$ cat config.mk
export PLATFORM = sky130hd
export DESIGN_NAME = pipe_stage_skid
export DESIGN_NICKNAME = d
export VERILOG_FILES = /design/src/rtl/pipe_pkg.sv /design/src/rtl/pipe_stage_skid_sat_counter.sv /design/src/rtl/pipe_stage_skid.sv
export SDC_FILE = /design/constraint.sdc
export NUM_CORES = 1
export LEC_CHECK = 0
export ABC_AREA = 1
export CAP_MARGIN = 25
export CORE_UTILIZATION = 27
export DETAILED_ROUTE_END_ITERATION = 8
export MAX_ROUTING_LAYER = met4
export SYNTH_ARGS = -nofsm -noshare
export SYNTH_HDL_FRONTEND = slang
export SYNTH_SLANG_ARGS = --single-unit
$ cat constraint.sdc
create_clock -name clk -period 2.8 [get_ports clk]
set_input_delay 0.56 -clock clk [delete_from_list [all_inputs] [get_ports clk]]
set_output_delay 0.56 -clock clk [all_outputs]
set_load 0.02 [all_outputs]
$ cat src/rtl/pipe_pkg.sv
// Shared definitions for elastic pipeline stages: FSM states, default widths
// and the saturating increment used by the statistics counters.
package pipe_pkg;

  typedef enum logic [1:0] {
    EMPTY = 2'd0,
    ONE   = 2'd1,
    TWO   = 2'd2
  } state_t;

  localparam int unsigned DEF_DATA_W = 64;
  localparam int unsigned DEF_CTRL_W = 8;
  localparam int unsigned DEF_CNT_W  = 16;
  localparam bit          DEF_SKID   = 1'b1;

  // Increment v, but stick at the all-ones value of a w-bit counter (w <= 64).
  function automatic logic [63:0] sat_inc(input logic [63:0] v, input int unsigned w);
    logic [63:0] mx;
    mx = (w >= 64) ? '1 : ((64'd1 << w) - 64'd1);
    return (v >= mx) ? v : v + 64'd1;
  endfunction

endpackage

$ cat src/rtl/pipe_stage_skid_sat_counter.sv
// Saturating event counter with synchronous clear; clear beats increment.
module sat_counter
  import pipe_pkg::*;
#(
  parameter int unsigned CNT_W = DEF_CNT_W
) (
  input  logic             clk,
  input  logic             rst,
  input  logic             inc,
  input  logic             clr,
  output logic [CNT_W-1:0] cnt
);

  always_ff @(posedge clk or negedge rst) begin
    if (!rst) begin
      cnt <= '0;
    end else if (clr) begin
      cnt <= '0;
    end else if (inc) begin
      cnt <= CNT_W'(sat_inc(64'(cnt), CNT_W));
    end
  end

endmodule

$ cat src/rtl/pipe_stage_skid.sv
// Elastic inter-stage register: valid/ready handshake, optional 2-entry skid
// buffer (registered in_ready), flush that kills all held entries, and stats.
module pipe_stage_skid
  import pipe_pkg::*;
#(
  parameter int unsigned DATA_W = DEF_DATA_W,
  parameter int unsigned CTRL_W = DEF_CTRL_W,
  parameter bit          SKID   = DEF_SKID,
  parameter int unsigned CNT_W  = DEF_CNT_W
) (
  input  logic              clk,
  input  logic              rst,
  input  logic              flush,
  input  logic              in_valid,
  output logic              in_ready,
  input  logic [DATA_W-1:0] in_data,
  input  logic [CTRL_W-1:0] in_ctrl,
  output logic              out_valid,
  input  logic              out_ready,
  output logic [DATA_W-1:0] out_data,
  output logic [CTRL_W-1:0] out_ctrl,
  output logic [1:0]        occupancy,
  input  logic              clr_stats,
  output logic [CNT_W-1:0]  stall_cnt,
  output logic [CNT_W-1:0]  flush_cnt,
  output logic [CNT_W-1:0]  xfer_cnt
);

  state_t            state, state_nx;
  logic [DATA_W-1:0] main_data, skid_data;
  logic [CTRL_W-1:0] main_ctrl, skid_ctrl;
  logic              rdy_q;
  logic              accept, take;

  assign out_valid = (state != EMPTY);
  assign out_data  = main_data;
  assign out_ctrl  = main_ctrl;
  assign take      = out_valid & out_ready;
  assign in_ready  = SKID ? rdy_q : (~out_valid | out_ready);
  assign accept    = in_valid & in_ready & ~flush;

  always_comb begin
    occupancy = 2'd0;
    case (state)
      ONE:     occupancy = 2'd1;
      TWO:     occupancy = 2'd2;
      default: occupancy = 2'd0;
    endcase
  end

  always_comb begin
    state_nx = state;
    case (state)
      EMPTY: if (accept) state_nx = ONE;
      ONE: begin
        if (accept && !take)      state_nx = SKID ? TWO : ONE;
        else if (!accept && take) state_nx = EMPTY;
      end
      TWO:     if (take) state_nx = ONE;
      default: state_nx = EMPTY;
    endcase
    if (flush) state_nx = EMPTY;
  end

  always_ff @(posedge clk or negedge rst) begin
    if (!rst) begin
      state     <= EMPTY;
      rdy_q     <= 1'b1;
      main_data <= '0;
      main_ctrl <= '0;
      skid_data <= '0;
      skid_ctrl <= '0;
    end else begin
      state <= state_nx;
      rdy_q <= (state_nx != TWO);
      if (flush) begin
        main_data <= '0;
        main_ctrl <= '0;
        skid_data <= '0;
        skid_ctrl <= '0;
      end else if (accept && (state == EMPTY || take)) begin
        main_data <= in_data;
        main_ctrl <= in_ctrl;
      end else if (accept) begin
        // ONE without take: new beat queues behind main
        skid_data <= in_data;
        skid_ctrl <= in_ctrl;
      end else if (state == TWO && take) begin
        main_data <= skid_data;
        main_ctrl <= skid_ctrl;
      end
    end
  end

  sat_counter #(.CNT_W(CNT_W)) u_stall (
    .clk (clk),
    .rst (rst),
    .inc (out_valid & ~out_ready),
    .clr (clr_stats),
    .cnt (stall_cnt)
  );

  sat_counter #(.CNT_W(CNT_W)) u_flush (
    .clk (clk),
    .rst (rst),
    .inc (flush),
    .clr (clr_stats),
    .cnt (flush_cnt)
  );

  sat_counter #(.CNT_W(CNT_W)) u_xfer (
    .clk (clk),
    .rst (rst),
    .inc (take),
    .clr (clr_stats),
    .cnt (xfer_cnt)
  );

endmodule

Yosys cells after proc, flatten, opt, wreduce, memory -nomap -nowiden. Index checks and enable logic that the tools add are counted.

Magnitude comparators: 3. Reduce and logical (&&, ||, !) cells: 19. Bitwise logic cells: 6. Multiplexer cells: 30. Equality and inequality tests: 8. Add/sub/neg operators: 3.

Operators by type and width (number): $mux W64 (7); $mux W16 (9); $mux W8 (7); $add A16 B1 Y16 const B (3); $ge A16 B16 Y1 const B (3); $mux W2 (5); $ne A2 B2 Y1 const B (5); $reduce_and A2 Y1 (5); $reduce_bool A2 Y1 (5); $pmux W2 S3 (1); $and A1 B1 Y1 (4); $logic_and A1 B1 Y1 (4); $pmux W2 S2 (1); $ne A3 B2 Y1 const B (1); $reduce_bool A3 Y1 (1); $eq A2 B1 Y1 const B (1); $eq A2 B2 Y1 const B (1); $logic_not A1 Y1 (2); $logic_not A2 Y1 (1); $not A1 Y1 (2); $logic_or A1 B1 Y1 (1).

Bits in registers: 195. Logic and storage cells: 78. Output and inout bits: 124. Input port bits: 78.

Logic depth before layout (Yosys ltp).
Word-level depth: 9. Depth in mapped cells: 11. Depth with buffers taken out: 10.

Modules after synthesis. A second synthesis with hierarchy kept.

Cells, all modules: 1377. Area, all modules: 9952.0 um2.

By module, submodules not included: pipe_stage_skid (seq. area each 3679.8 um2, area an instance 6723.9 um2, cells each 888, times used 1); sat_counter (seq. area each 400.4 um2, area an instance 1076.0 um2, cells each 163, times used 3).

Least setup slack after synthesis. Ideal clock, no wire load.

Path type: register -> register. Start point: register u_stall.cnt[0]. End point: register u_stall.cnt[7]. Setup slack: 1.165 ns. Library setup time: 0.117 ns. Period minus slack after synthesis: 1.635 ns. Path buffers: 1. Data required time: 2.683 ns. Arrival time: 1.518 ns. Cell stages (with the launch flop): 12. Cell sequence: dfrtp_1 -> ha_1 -> nand3_1 -> inv_2 -> nand2_1 -> inv_2 -> nand3_1 -> nand2_1 -> buf_2 -> inv_1 -> nand2_1 -> nand2_1.

Cells in the longest elaborated chain, start to end: 4. Elaborated cells on any way between the ends: 7. Those cells by class: add/sub: 1; order compare: 1; eq/ne: 1; mux: 3; reduce/logical: 1.

RTL lines: start, declared (line pipe_stage_skid_sat_counter.sv:11) `output logic [CNT_W-1:0] cnt`; start signal, assigned (line pipe_stage_skid_sat_counter.sv:20) `cnt <= CNT_W'(sat_inc(64'(cnt), CNT_W));`; $add A16 B1 Y16 (line pipe_pkg.sv:20) `return (v >= mx) ? v : v + 64'd1;`; $mux W16 (line pipe_pkg.sv:20); $mux W16 (line pipe_stage_skid_sat_counter.sv:19) `end else if (inc) begin`; $mux W16 (line pipe_stage_skid_sat_counter.sv:17) `end else if (clr) begin`.

Parallel ways exist; a longest one is shown, timed or not. The select of a mux whose other input is x is not followed. A chain may end at the register's enable or synchronous reset.

Worst setup path after layout.
Start point: register state[0]. End point: output occupancy[0].

Cells in the longest elaborated chain, start to end: 2. Elaborated cells on any way between the ends: 3. Those cells by class: eq/ne: 2; mux: 1.

RTL lines: start, declared (line pipe_stage_skid.sv:29) `state_t state, state_nx;`; start signal, assigned (line pipe_stage_skid.sv:74) `state <= state_nx;`; $eq A2 B2 Y1 or $eq A2 B1 Y1 (tied branches) (line pipe_stage_skid.sv:44) `case (state)`; $pmux W2 S2 * (line pipe_stage_skid.sv:44); end, declared (line pipe_stage_skid.sv:22) `output logic [1:0] occupancy,`.

Every way passes the cells marked *; elsewhere a longest branch is shown, timed or not.

==> results.ini <==
[layout]
synthToLayoutAreaGrowth_pct=31.8
nNetsFinal=1526
drive_above_1_share=0.0590
nFillCells=3669
fin_area_sq_um=12900

[setup_path]
startpoint_type=flip-flop
crit_path_top_delay_cell=clkdlybuf4s50_1
regToRegStartpoint=u_flush.cnt[0]
cpPeakStageDelay_ns=0.68
reg2reg_slack_ns=0.72
r2r_end=u_flush.cnt[11]
reg2regPathDepth=8
worstPathArrival_ns=1.69
endpoint_kind=output port
critPathMaxFanout=3
crit_required_ns=2.24
crit_type=flip-flop to output port
crit_chain=inv_2, nor2_1, clkdlybuf4s50_1
cpLargestDelayFamily=buffers and inverters
cp_num_buf_inv=2

[timing]
final.setup.worst_slack_ns=0.547
slew_headroom=0.501
min_period_ns=2.25
rsz0062_at_grt=no
max_freq_mhz=444
worst_pin_slew_ns=0.748
setup_viol=0
whs_ns=0.114
final_hold_viol_count=0
slew_viol_final=0
fin_setup_tns_ns=0
final.setup_skew_ns=0.0101
fin_crit_sh=0.805

[yosys]
synth_seq_area_share=0.499
ys_async_sr_fraction=1.00
synth.distinct_cells=31
synth_edf_count=0
ys_seq_elements=195
ys_warn_count=0
synth_area_sq_um=9780
synth_flop_cell=dfrtp_1
syn_avg_cell_area_sq_um=7.71
syn_inst=1268
syn_nets=1349

[hold_path]
worstHoldPathType=input port to asynchronous set/reset pin

[routing]
drtPass1Iterations=5
via_per_inst=4.57
finalWirelength_um=27700
drc=0
num_vias=8777
antenna_left=0
drt_iter0_drc=561
routedWlPerCell_um=14.4

[global_route]
antenna_found_initial=1
grt_max_degree=79
grt.total_usage=0.160
globalRouteOverflowTotal=0
grt_pass1_vias=8700
grt_pass1_wl_um=45200

[cts]
clockBufferDepth=2
cts_setup_buffers=0
cts_tree=built
cts_buffers=17
cts.reportedPaths.clkPinSlew_ns=0.08
clock-sinks=195
htree_levels=4
clock-root-buffer=clkbuf_16
clock_latency_ns=0.45
ctsResizeCount=0
ctsHoldBuffers=0

[power]
powerDensity_nw_per_um2=505
p_leak_nw=5.55
peakVddDrop_uv=459

[floorplanning]
fp.dieH_um=192
die-area_sq_um=37000
rows=69
start_util=0.275
fp.coreArea_sq_um=35600
top_level_ports=202
die_width_um=192

[placement]
pre_cts_ws_ns=0.287
place.port_buffers=201
hpwl_um=18500
gp_routability_congestion=0.894
place_area_sq_um=12300

[status]
outcome=finished clean

[flow_run]
cap_violations=0

worst max-delay path by stage:
stage	startpoint	end	slack, ns	cells past startpoint
after floorplan	u_stall.cnt[0]	u_stall.cnt[7]	1.17	11
after global placement	in_valid	out_data[54]	0.33	9
after detailed placement	in_valid	out_data[54]	0.29	9
after CTS	state[0]	occupancy[0]	0.49	3
after global routing	u_flush.cnt[0]	u_flush.cnt[11]	0.45	9
final	state[0]	occupancy[0]	0.55	3
flip-flops by register name, summed over array words and instances (netlist names):
| register | cells |
|---|---|
| in_ready | 1 |
| out_ctrl | 8 |
| out_data | 64 |
| skid_ctrl | 8 |
| skid_data | 64 |
| state | 2 |
| u_flush.cnt | 16 |
| u_stall.cnt | 16 |
| u_xfer.cnt | 16 |
cell usage in the layout, fill, tap and decap left out, types with 2 or more instances in the layout:
cell / Yosys / layout
nand2_4: 0 / 2
buf_12: 2 / 9
dfrtp_1: 194 / 194
clkbuf_1: 29 / 3
nand2_2: 13 / 13
clkinv_4: 0 / 2
nor2_2: 3 / 3
inv_1: 183 / 183
nand2_1: 302 / 300
clkdlybuf4s50_1: 0 / 200
inv_6: 0 / 3
inv_2: 8 / 8
buf_4: 7 / 13
clkbuf_16: 0 / 17
o21ai_1: 178 / 178
bufinv_16: 0 / 4
nand4_1: 16 / 16
or2_2: 6 / 6
xor2_1: 12 / 12
ha_1: 3 / 3
o21ai_0: 82 / 82
nand3_1: 123 / 123
o21bai_1: 7 / 7
nand3_4: 0 / 2
nor2_1: 64 / 64
synthesized netlist by cell type (3+ instances only):
cell type    n  area share
nand2_1    302        0.12
dfrtp_1    194        0.50
inv_1      183       0.070
o21ai_1    178       0.091
nand3_1    123       0.063
o21ai_0     82       0.042
nor2_1      64       0.025
clkbuf_1    29       0.011
nand4_1     16       0.010
nand2_2     13      0.0083
xor2_1      12       0.011
buf_2       10      0.0051
buf_6       10       0.012
inv_2        8      0.0031
buf_4        7      0.0054
o21bai_1     7      0.0054
or2_2        6      0.0038
buf_1        4      0.0015
ha_1         3      0.0038
nor2_2       3      0.0019
cell type report:
cell class,count,area [sq um],area share
clock buffer,20,437,0.0339
multi-input combinational,816,3810,0.295
clock inverter,11,176,0.0137
timing repair buffer,223,2290,0.178
sequential,195,4880,0.379
tap,461,577,0.0447
antenna,1,2.50,0.000194
inverter,192,721,0.0559
logic make-up (layout without fill, tap and decap cells):
| kind of cell | count (synthesis) | after routing | synth area share |
|---|---|---|---|
| simple gates | 532 | 532 | 0.232 |
| compound gates | 268 | 268 | 0.139 |
| buf+inv | 257 | 446 | 0.115 |
| flops | 195 | 195 | 0.499 |
| xor+xnor | 13 | 13 | 0.0116 |
| fa+ha+maj | 3 | 3 | 0.00384 |
| other cells | 0 | 1 | 0 |
through the flow:
step / power, mW / utilization / std cells
6_report: 6.51 / 0.362 / 1919
4_1_cts: 6.61 / 0.362 / 1918
3_3_place_gp: 3.92 / 0.345 / 1887
3_5_place_dp: 3.93 / 0.345 / 1887
5_1_grt: 6.81 / 0.362 / 1919
2_1_floorplan: 3.47 / - / 1268
per-layer routing:
metal | vias to the layer above | GRT usage | share of wire
met1 | 4159 | 0.204 | 0.46
li1 | 4401 | - | -
met5 | - | - | 0
met2 | 190 | 0.254 | 0.47
met4 | 0 | 0.0530 | 0.016
met3 | 27 | 0.0320 | 0.049
report_power, final:
part | total [mW] | leakage (nW) | internal [mW] | switching, mW
clock | 2.65 | 0.295 | 1.50 | 1.15
combinational | 0.883 | 2.56 | 0.357 | 0.526
sequential | 2.97 | 2.69 | 2.90 | 0.0707
(Power assumes the default switching activity.)
